$ cat config.mk
export PLATFORM = sky130hd
export DESIGN_NAME = logic_op_issue
export DESIGN_NICKNAME = d
export VERILOG_FILES = /design/src/rtl/logic_op_pkg.sv /design/src/rtl/op_cmd_fifo.sv /design/src/rtl/logic_op_issue.sv
export SDC_FILE = /design/constraint.sdc
export NUM_CORES = 1
export LEC_CHECK = 0
export CAP_MARGIN = 20
export CELL_PAD_IN_SITES_DETAIL_PLACEMENT = 0
export CELL_PAD_IN_SITES_GLOBAL_PLACEMENT = 1
export CORE_MARGIN = 3
export CORE_UTILIZATION = 46
export CTS_CLUSTER_SIZE = 16
export DETAILED_ROUTE_END_ITERATION = 10
export HOLD_SLACK_MARGIN = 0.03
export PLACE_DENSITY_LB_ADDON = 0.2
export SYNTH_ARGS = -nofsm -noshare
export SYNTH_HDL_FRONTEND = slang
export SYNTH_SLANG_ARGS = --single-unit
$ cat constraint.sdc
create_clock -name clk -period 3.1 [get_ports clk]
set_input_delay 0.62 -clock clk [delete_from_list [all_inputs] [get_ports clk]]
set_output_delay 0.62 -clock clk [all_outputs]
set_load 0.02 [all_outputs]
$ cat src/rtl/logic_op_pkg.sv
// rtl/logic_op_pkg.sv - shared types for the logic-op issue stage
package logic_op_pkg;

  localparam int DATA_W = 2;

  typedef enum logic [1:0] {
    SEL_AND = 2'b00,
    SEL_OR  = 2'b01,
    SEL_XOR = 2'b10,
    SEL_NOR = 2'b11
  } sel_e;

  typedef enum logic [1:0] {
    IDLE  = 2'b00,
    ISSUE = 2'b01,
    HOLD  = 2'b10
  } state_e;

  typedef struct packed {
    logic [DATA_W-1:0] a;
    logic [DATA_W-1:0] b;
    sel_e              sel;
  } op_cmd_t;

  // Saturating 8-bit increment for the per-select statistics counters.
  function automatic logic [7:0] sat_inc8(input logic [7:0] v);
    return (v == 8'hFF) ? v : v + 8'd1;
  endfunction

endpackage

$ cat src/rtl/op_cmd_fifo.sv
// rtl/op_cmd_fifo.sv - synchronous command FIFO with wrap-bit pointers
module op_cmd_fifo #(
  parameter int DEPTH = 4
) (
  input  logic                       clk,
  input  logic                       rst,
  input  logic                       i_push,
  input  logic_op_pkg::op_cmd_t      i_wr_data,
  input  logic                       i_pop,
  output logic_op_pkg::op_cmd_t      o_rd_data,
  output logic                       o_full,
  output logic                       o_empty,
  output logic [$clog2(DEPTH):0]     o_count
);
  import logic_op_pkg::*;

  localparam int AW = $clog2(DEPTH);

  op_cmd_t       r_mem [DEPTH];
  logic [AW:0]   r_wr_ptr;
  logic [AW:0]   r_rd_ptr;
  logic          w_do_push;
  logic          w_do_pop;

  // Same index with differing wrap bits means the write side has lapped the read side.
  assign o_full    = (r_wr_ptr[AW] != r_rd_ptr[AW]) && (r_wr_ptr[AW-1:0] == r_rd_ptr[AW-1:0]);
  assign o_empty   = (r_wr_ptr == r_rd_ptr);
  assign o_count   = r_wr_ptr - r_rd_ptr;
  assign o_rd_data = r_mem[r_rd_ptr[AW-1:0]];
  assign w_do_push = i_push && !o_full;
  assign w_do_pop  = i_pop && !o_empty;

  // Storage array; contents need no reset because the pointers qualify them.
  always_ff @(posedge clk) begin
    if (w_do_push) begin
      r_mem[r_wr_ptr[AW-1:0]] <= i_wr_data;
    end
  end

  // Read/write pointers, wrapping naturally through the extra bit.
  always_ff @(posedge clk) begin
    if (rst) begin
      r_wr_ptr <= '0;
      r_rd_ptr <= '0;
    end else begin
      if (w_do_push) r_wr_ptr <= r_wr_ptr + 1'b1;
      if (w_do_pop)  r_rd_ptr <= r_rd_ptr + 1'b1;
    end
  end

endmodule

$ cat src/rtl/logic_op_issue.sv
// rtl/logic_op_issue.sv - issue stage for the 2-bit logic unit; OP_STATS_EN adds per-select counters
module logic_op_issue #(
  parameter int DATA_W = 2,
  parameter int DEPTH  = 4
) (
  input  logic              clk,
  input  logic              rst,
  input  logic              in_valid,
  output logic              in_ready,
  input  logic [DATA_W-1:0] in_a,
  input  logic [DATA_W-1:0] in_b,
  input  logic [1:0]        in_sel,
  output logic [DATA_W-1:0] op_a,
  output logic [DATA_W-1:0] op_b,
  output logic [1:0]        op_s,
  input  logic [DATA_W-1:0] res_and,
  input  logic [DATA_W-1:0] res_or,
  input  logic [DATA_W-1:0] res_xor,
  input  logic [DATA_W-1:0] res_nor,
  output logic              out_valid,
  input  logic              out_ready,
  output logic [DATA_W-1:0] out_res,
`ifdef OP_STATS_EN
  output logic [31:0]       stat_cnt,
`endif
  output logic [1:0]        out_sel
);
  import logic_op_pkg::*;

  localparam int CW = $clog2(DEPTH) + 1;
  localparam logic [CW-1:0] CNT_FULL = CW'(DEPTH);

  state_e            r_state;
  state_e            w_state_next;
  op_cmd_t           w_wr_cmd;
  op_cmd_t           w_rd_cmd;
  logic              w_full;
  logic              w_empty;
  logic [CW-1:0]     w_count;
  logic              w_push;
  logic              w_pop;
  logic              w_load;
  logic              w_capture;
  logic              w_clear;
  logic              w_hs;
  logic [DATA_W-1:0] r_op_a;
  logic [DATA_W-1:0] r_op_b;
  sel_e              r_op_s;
  logic [DATA_W-1:0] r_out_res;
  logic [1:0]        r_out_sel;
  logic              r_out_valid;
  logic [DATA_W-1:0] w_res;

  assign in_ready  = (w_count != CNT_FULL);
  assign w_push    = in_valid && !w_full;
  assign w_hs      = r_out_valid && out_ready;
  assign w_wr_cmd  = '{a: in_a, b: in_b, sel: sel_e'(in_sel)};

  op_cmd_fifo #(.DEPTH(DEPTH)) u_fifo (
    .clk       (clk),
    .rst       (rst),
    .i_push    (w_push),
    .i_wr_data (w_wr_cmd),
    .i_pop     (w_pop),
    .o_rd_data (w_rd_cmd),
    .o_full    (w_full),
    .o_empty   (w_empty),
    .o_count   (w_count)
  );

  // State register.
  always_ff @(posedge clk) begin
    if (rst) r_state <= IDLE;
    else     r_state <= w_state_next;
  end

  // Next state and per-cycle control strobes.
  always_comb begin
    w_state_next = r_state;
    w_pop        = 1'b0;
    w_load       = 1'b0;
    w_capture    = 1'b0;
    w_clear      = 1'b0;
    case (r_state)
      IDLE: begin
        if (!w_empty) begin
          w_pop        = 1'b1;
          w_load       = 1'b1;
          w_state_next = ISSUE;
        end
      end
      ISSUE: begin
        w_capture    = 1'b1;
        w_state_next = HOLD;
      end
      HOLD: begin
        if (out_ready) begin
          w_clear = 1'b1;
          if (!w_empty) begin
            w_pop        = 1'b1;
            w_load       = 1'b1;
            w_state_next = ISSUE;
          end else begin
            w_state_next = IDLE;
          end
        end
      end
      default: w_state_next = IDLE;
    endcase
  end

  // Pick the unit output matching the command in flight.
  always_comb begin
    w_res = res_and;
    case (r_op_s)
      SEL_AND: w_res = res_and;
      SEL_OR:  w_res = res_or;
      SEL_XOR: w_res = res_xor;
      SEL_NOR: w_res = res_nor;
      default: w_res = res_and;
    endcase
  end

  // Operand registers only change on a pop, so the unit sees stable inputs while busy.
  always_ff @(posedge clk) begin
    if (rst) begin
      r_op_a <= '0;
      r_op_b <= '0;
      r_op_s <= SEL_AND;
    end else if (w_load) begin
      r_op_a <= w_rd_cmd.a;
      r_op_b <= w_rd_cmd.b;
      r_op_s <= w_rd_cmd.sel;
    end
  end

  // Result capture after the settle cycle; held until the consumer takes it.
  always_ff @(posedge clk) begin
    if (rst) begin
      r_out_res   <= '0;
      r_out_sel   <= '0;
      r_out_valid <= 1'b0;
    end else if (w_capture) begin
      r_out_res   <= w_res;
      r_out_sel   <= r_op_s;
      r_out_valid <= 1'b1;
    end else if (w_clear) begin
      r_out_valid <= 1'b0;
    end
  end

  assign op_a      = r_op_a;
  assign op_b      = r_op_b;
  assign op_s      = r_op_s;
  assign out_res   = r_out_res;
  assign out_sel   = r_out_sel;
  assign out_valid = r_out_valid;

`ifdef OP_STATS_EN
  logic [7:0] r_stat [4];

  // Count delivered results per select, sticking at 255.
  always_ff @(posedge clk) begin
    if (rst) begin
      for (int k = 0; k < 4; k++) r_stat[k] <= '0;
    end else if (w_hs) begin
      r_stat[r_out_sel] <= sat_inc8(r_stat[r_out_sel]);
    end
  end

  assign stat_cnt = {r_stat[3], r_stat[2], r_stat[1], r_stat[0]};
`else
  logic w_hs_unused;
  assign w_hs_unused = w_hs;
`endif

endmodule

==> results of run 1 <==
[cell type report]
cell class                 count  area (um2)  area share (%)
sequential                    43        1100            46.6
multi-input combinational     90         758            32.1
timing repair buffer          32         313            13.2
clock buffer                   6        72.6            3.07
tap                           48        60.1            2.54
inverter                      12        45.0            1.91
clock inverter                 2        12.5           0.530
[metrics by stage]
stage / power [W] / util (%) / setup WS, ns / std cells
after global placement: 0.00144 / 59.1 / 0.747 / 225
after floorplan: 0.00122 / - / 1.01 / 152
after CTS: 0.00180 / 61.3 / 0.377 / 233
final: 0.00177 / 61.3 / 0.383 / 233
after global routing: 0.00189 / 61.3 / 0.245 / 233
after detailed placement: 0.00146 / 59.1 / 0.697 / 225
[layout by cell type (no fill, tap or decap), drive strengths merged]
master and count:
and2 5, nand3 6, a211oi 1, inv 12, mux4 8, o2111ai 3
a21oi 2, edfxtp 24, nor3 1, nor2b 11, a31oi 1, buf 3
nand2 8, xnor2 2, ha 7, nor2 8, dfxtp 19, mux2i 5
a21boi 1, clkinvlp 2, xor2 1, o31ai 1, o21ai 6, o211ai 6
or3 2, clkbuf 6, nand2b 2, mux2 3, clkdlybuf4s50 29
[routing by layer]
metal | track usage (%) | vias up | routed length [um]
met2 | 24.7 | 28 | 1670
met1 | 19.9 | 592 | 1640
met5 | 0 | - | 0
met3 | 3.98 | 6 | 170
li1 | - | 609 | -
met4 | 5.85 | 0 | 52
[worst register-to-register path: stages (launching register included)]
cell,delay [ns]
dfxtp_1,0.39
inv_1,0.11
ha_1,0.29
and2_1,0.28
a21boi_1,0.39
and2_1,0.41
[state kept, by name (all words and copies together), names as in the netlist]
| register | flops |
|---|---|
| u_fifo.r_rd_ptr | 3 |
| out_sel | 2 |
| out_valid | 1 |
| op_a | 2 |
| r_state | 2 |
| op_b | 2 |
| u_fifo.r_wr_ptr | 3 |
| u_fifo.r_mem | 24 |
| op_s | 2 |
| out_res | 2 |
[worst min-delay path by stage]
stage                               to  slack [ns]  depth (start not counted)
floorplan           u_fifo.r_wr_ptr[2]        0.51                          2
global placement            out_sel[0]        0.48                          2
detailed placement          out_sel[1]        0.49                          2
CTS                         out_sel[1]        0.51                          2
global route                out_sel[1]        0.54                          2
finish                      out_sel[0]        0.51                          2
[logic make-up (layout without fill, tap and decap cells)]
logic type / count (synthesis) / in the layout
AOI/OAI and AO/OA: 21 / 21
adders and majority gates: 7 / 7
and+or+nand+nor: 43 / 43
muxes: 16 / 16
DFF: 43 / 43
buffers and inverters: 19 / 52
xor gates and xnor gates: 3 / 3
[power breakdown]
group / total [W] / switching [W] / internal (W)
combinational: 0.000655 / 0.000321 / 0.000334
clock: 0.000342 / 0.000186 / 0.000157
sequential: 0.000775 / 0.0000764 / 0.000699
==> run summary, run 1 <==
Hold Vio Cnt, Final: 0
Slowest CP cell: clkdlybuf4s50_1
Fin nets: 209
Stages on worst setup path: 5
Skew final: 0.0105 ns
Adder-cell share of the synthesized area: 4.53%
Reg2reg end: u_fifo.r_mem[3][0]
Final setup viols: 0
WL/cell: 15.2 um
Row count: 22
CP arrival: 2.10 ns
Netlist cell types: 29
Synth Warn #: 0
WP data required: 2.48 ns
Post-synth top area cell: edfxtp_1
First-pass GRT wire length: 5980 um
Setup crit start: u_fifo.r_wr_ptr[0]
Worst vdd rail ir drop: 303 uV
Mean Syn Cell Area: 12.7 um2
CTS tree: yes
Cells on worst reg2reg path: 5
CTS root buf: clkbuf_8
Complex-gate fraction of the synthesized area: 7.90%
Final period util: 87.6%
Clock Path Buffers: 2
Mapped Cells: 152
DRT antenna net count: 0
Fill count: 336
Die Y: 70.8 um
GRT overflow: 0
Hold_sp: out_sel[0]
1st-iter DRT viols: 60
Slowest stage delay, CP: 0.55 ns
PortBufs: 29
Min Hold Slack: 0.508 ns
Mux contribution to synthesized area: 13.7%
Placer congestion estimate: 0.817
Dominant cell by count in the synthesized netlist: edfxtp_1
Critical-path cell list: inv_1 > ha_1 > and2_1 > nand2_1 > clkdlybuf4s50_1
# DRC: 0
Largest net degree at the start of global routing: 22
Worst slew pin tran: 0.589 ns
Vias in the first global route: 1238
Hold Crit Class: flop to flop
Static Leak: 0.862 nW
Post-synth EDFFs: 24
Clock Latency Late Sink: 0.29 ns
Initial Utilization: 50.2%
Io pins: 30
Asr flop ratio synth: 0%
Max_cap viols: 0
Die Span X: 70.8 um
Inserted Clock Buffers: 5
Slew Limit Fails: 0
Post-CTS Repair Setup Buffers: 0
Worst reg-to-reg setup slack: 0.90 ns
Layout cells sized above 1: 11.4%
Critical path capture point type: output pin
Post-Syn Area: 1930 um2
Setup_tns: 0 ns
Slew headroom: 60.6%
DRT Pass-1 Iters: 4
Power Dens Cells: 750 nW/um2
DP Area: 2280 um2
Simple-gate share of the synthesized area: 11.4%
Critical setup path kind: flop to output pin
CP Launch Type: flop
DR vias/cell: 5.30
ANT cells: 0
Antenna violations before repair: 0
RR Startpoint: u_fifo.r_wr_ptr[0]
CTS Sinks: 43
Most used DFF post-synth: edfxtp_1
Most common library cells after synthesis: 24 x edfxtp_1, 19 x dfxtp_1, 12 x inv_1
Die area: 5020 um2
Register bit total from synthesis: 43
Seq/Total Area, Yosys: 57.0%
Via count: 1235
Synth area leaders: edfxtp_1 37%, dfxtp_1 20%, mux4_2 9.3%
XOR/XNOR Fraction of Synth Area: 1.75%
Fmax achieved: 368 MHz
Crit path buf inv count: 2
Final HPWL DP: 2680 um
CTS clk-pin slew, worst paths: 0.08 ns
Hold Buf Count CTS: 0
Syn nets: 177
CP top delay family: buffers and inverters
Finished Cell Area: 2360 um2
RSZ-0062 raised after global routing: false
Main combinational cell family by area after synthesis: multiplexers
H-tree levels: 2
Final WL: 3540 um
Layout area overhead: 22.2%
Overall routing resource usage: 15.3%
Status: complete, no violations
Area fraction of the dominant cell type after synthesis: 37.3%
CTS resizes: 0
CP Max Fanout: 10
Critical Path End: in_ready
Fin crit period: 2.72 ns
Core Box Area: 3850 um2
(Power assumes the default switching activity.)
==> inputs of run 2 (changes only) <==
- CORE_MARGIN: 3 -> default
- clock period: 3.1 -> 3.4 ns (I/O delays scaled with it)
==> run summary, run 2 (synthesis results as in run 1) <==
Largest net degree at the start of global routing: 22 (unchanged)
Static Leak: 0.854 nW (-0.90%)
Crit path buf inv count: 1 (-1)
Hold Vio Cnt, Final: 0 (unchanged)
GRT overflow: 0 (unchanged)
PortBufs: 29 (unchanged)
Row count: 23 (+4.5%)
Dpl ws: 0.731 ns (+0.0343 ns)
Fin crit period: 2.96 ns
Via count: 1217 (-1.5%)
DRT antenna net count: 0 (unchanged)
Final setup viols: 0 (unchanged)
Die area: 4470 um2 (-11%)
Fin nets: 207 (-0.96%)
Worst slew pin tran: 0.587 ns (-0.00132 ns)
Slew Limit Fails: 0 (unchanged)
CP Launch Type: flop
CTS tree: yes
Antenna violations before repair: 0 (unchanged)
Die Y: 66.8 um (-5.6%)
Final HPWL DP: 2560 um (-4.5%)
Status: complete, no violations
First-pass GRT wire length: 5640 um (-5.8%)
Inserted Clock Buffers: 5 (unchanged)
Fmax achieved: 338 MHz
CTS Sinks: 43 (unchanged)
Final WL: 3480 um (-1.7%)
Finished Layout Cells: 233 (unchanged)
Placed cell count: 225 (unchanged)
CP arrival: 2.28 ns (+0.18 ns)
Vias in the first global route: 1242 (+0.32%)
Core Box Area: 4030 um2 (+4.5%)
Clock Latency Late Sink: 0.28 ns (about the same)
Slowest stage delay, CP: 0.66 ns (+0.11 ns)
Critical path capture point type: output pin
Commonest non-fill, non-tap cells in the layout: 29 x clkdlybuf4s50_1, 24 x edfxtp_1, 19 x dfxtp_1
CTS resizes: 0 (unchanged)
Slowest CP cell: dfxtp_1
Final period util: 87.1%
Commonest non-fill, non-tap cell in the layout: clkdlybuf4s50_1
Clock Path Buffers: 2 (unchanged)
H-tree levels: 2 (unchanged)
Setup ws final: 0.438 ns (+0.0548 ns)
ANT cells: 0 (unchanged)
WL/cell: 14.9 um (-1.7%)
Max reg flops: 24 (unchanged)
Io pins: 30 (unchanged)
Placer congestion estimate: 0.675 (-17%)
1st-iter DRT viols: 41 (-32%)
DR vias/cell: 5.22 (-1.5%)
Critical-path cell list: ha_1 > and2_1 > nand2_1 > clkdlybuf4s50_1
Layout cells sized above 1: 10.9% (-0.42 points)
RSZ-0062 raised after global routing: false
Slew headroom: 60.8% (+0.20 points)
Worst vdd rail ir drop: 331 uV (+9.5%)
Layout area overhead: 21.7%
Hold Crit Class: flop to flop
Skew final: 0.00413 ns (-0.00641 ns)
# DRC: 0 (unchanged)
CP top delay family: flip-flops
Hold Buf Count CTS: 0 (unchanged)
Critical setup path kind: flop to output pin
Initial Utilization: 48.0% (-2.2 points)
CTS clk-pin slew, worst paths: 0.08 ns (about the same)
Die Span X: 66.8 um (-5.6%)
WP data required: 2.72 ns (+0.24 ns)
CTS root buf: clkbuf_8
Min Hold Slack: 0.507 ns (-0.00112 ns)
Setup_tns: 0 ns (unchanged)
DRT Pass-1 Iters: 4 (unchanged)
Power Dens Cells: 683 nW/um2 (-9.0%)
Post-CTS Repair Setup Buffers: 0 (unchanged)
Max_cap viols: 0 (unchanged)
CP Max Fanout: 10 (unchanged)
Overall routing resource usage: 17.7% (+2.4 points)
==> run 2: final cells by class <==
type | count | area, um2
multi-input combinational | 90 | 758
inverter | 12 | 45.0
sequential | 43 | 1100
tap | 50 | 62.6
clock inverter | 3 | 20.0
clock buffer | 5 | 68.8
fill | 347 | 1680
timing repair buffer | 30 | 298
==> run 2: worst paths after layout <==
kind                                           end               start  cells past startpoint  slack [ns]
worst min-delay path                    out_res[1]          out_res[1]                      2        0.51
worst max-delay path                      in_ready  u_fifo.r_rd_ptr[0]                      4        0.44
worst min register to register          out_res[1]          out_res[1]                      2        0.51
worst max register to register  u_fifo.r_mem[0][1]  u_fifo.r_rd_ptr[0]                      4        0.99
==> run 2: through the flow <==
step | util (%) | cell area, um2 | total power (W)
finish | 58.4 | 2350 | 0.00161
floorplan | - | 1930 | 0.00112
global placement | 56.2 | 2260 | 0.00129
global route | 58.4 | 2350 | 0.00171
detailed placement | 56.2 | 2260 | 0.00131
CTS | 58.4 | 2350 | 0.00163
==> run 2: metal layers <==
| layer | track usage, % | routed length (um) | part of all wire (%) | vias to the layer above |
|---|---|---|---|---|
| met3 | 4.79 | 115 | 3.3 | 2 |
| met1 | 21.0 | 1560 | 45 | 580 |
| li1 | - | - | - | 604 |
| met5 | 0 | 0 | 0 | - |
| met2 | 30.9 | 1780 | 51 | 31 |
| met4 | 5.59 | 20 | 0.58 | 0 |
==> run 2: worst reg2reg max path, cell delays in order (launching register included) <==
cell and delay [ns]:
dfxtp_1 0.66, ha_1 0.34, and2_1 0.30, a21boi_1 0.40, and2_1 0.39
==> run 2: power breakdown <==
part / switching [W] / total, W / internal (W)
Clock: 0.000170 / 0.000312 / 0.000143
Combinational: 0.000267 / 0.000562 / 0.000294
Sequential: 0.0000954 / 0.000733 / 0.000637
Total: 0.000532 / 0.00161 / 0.00107
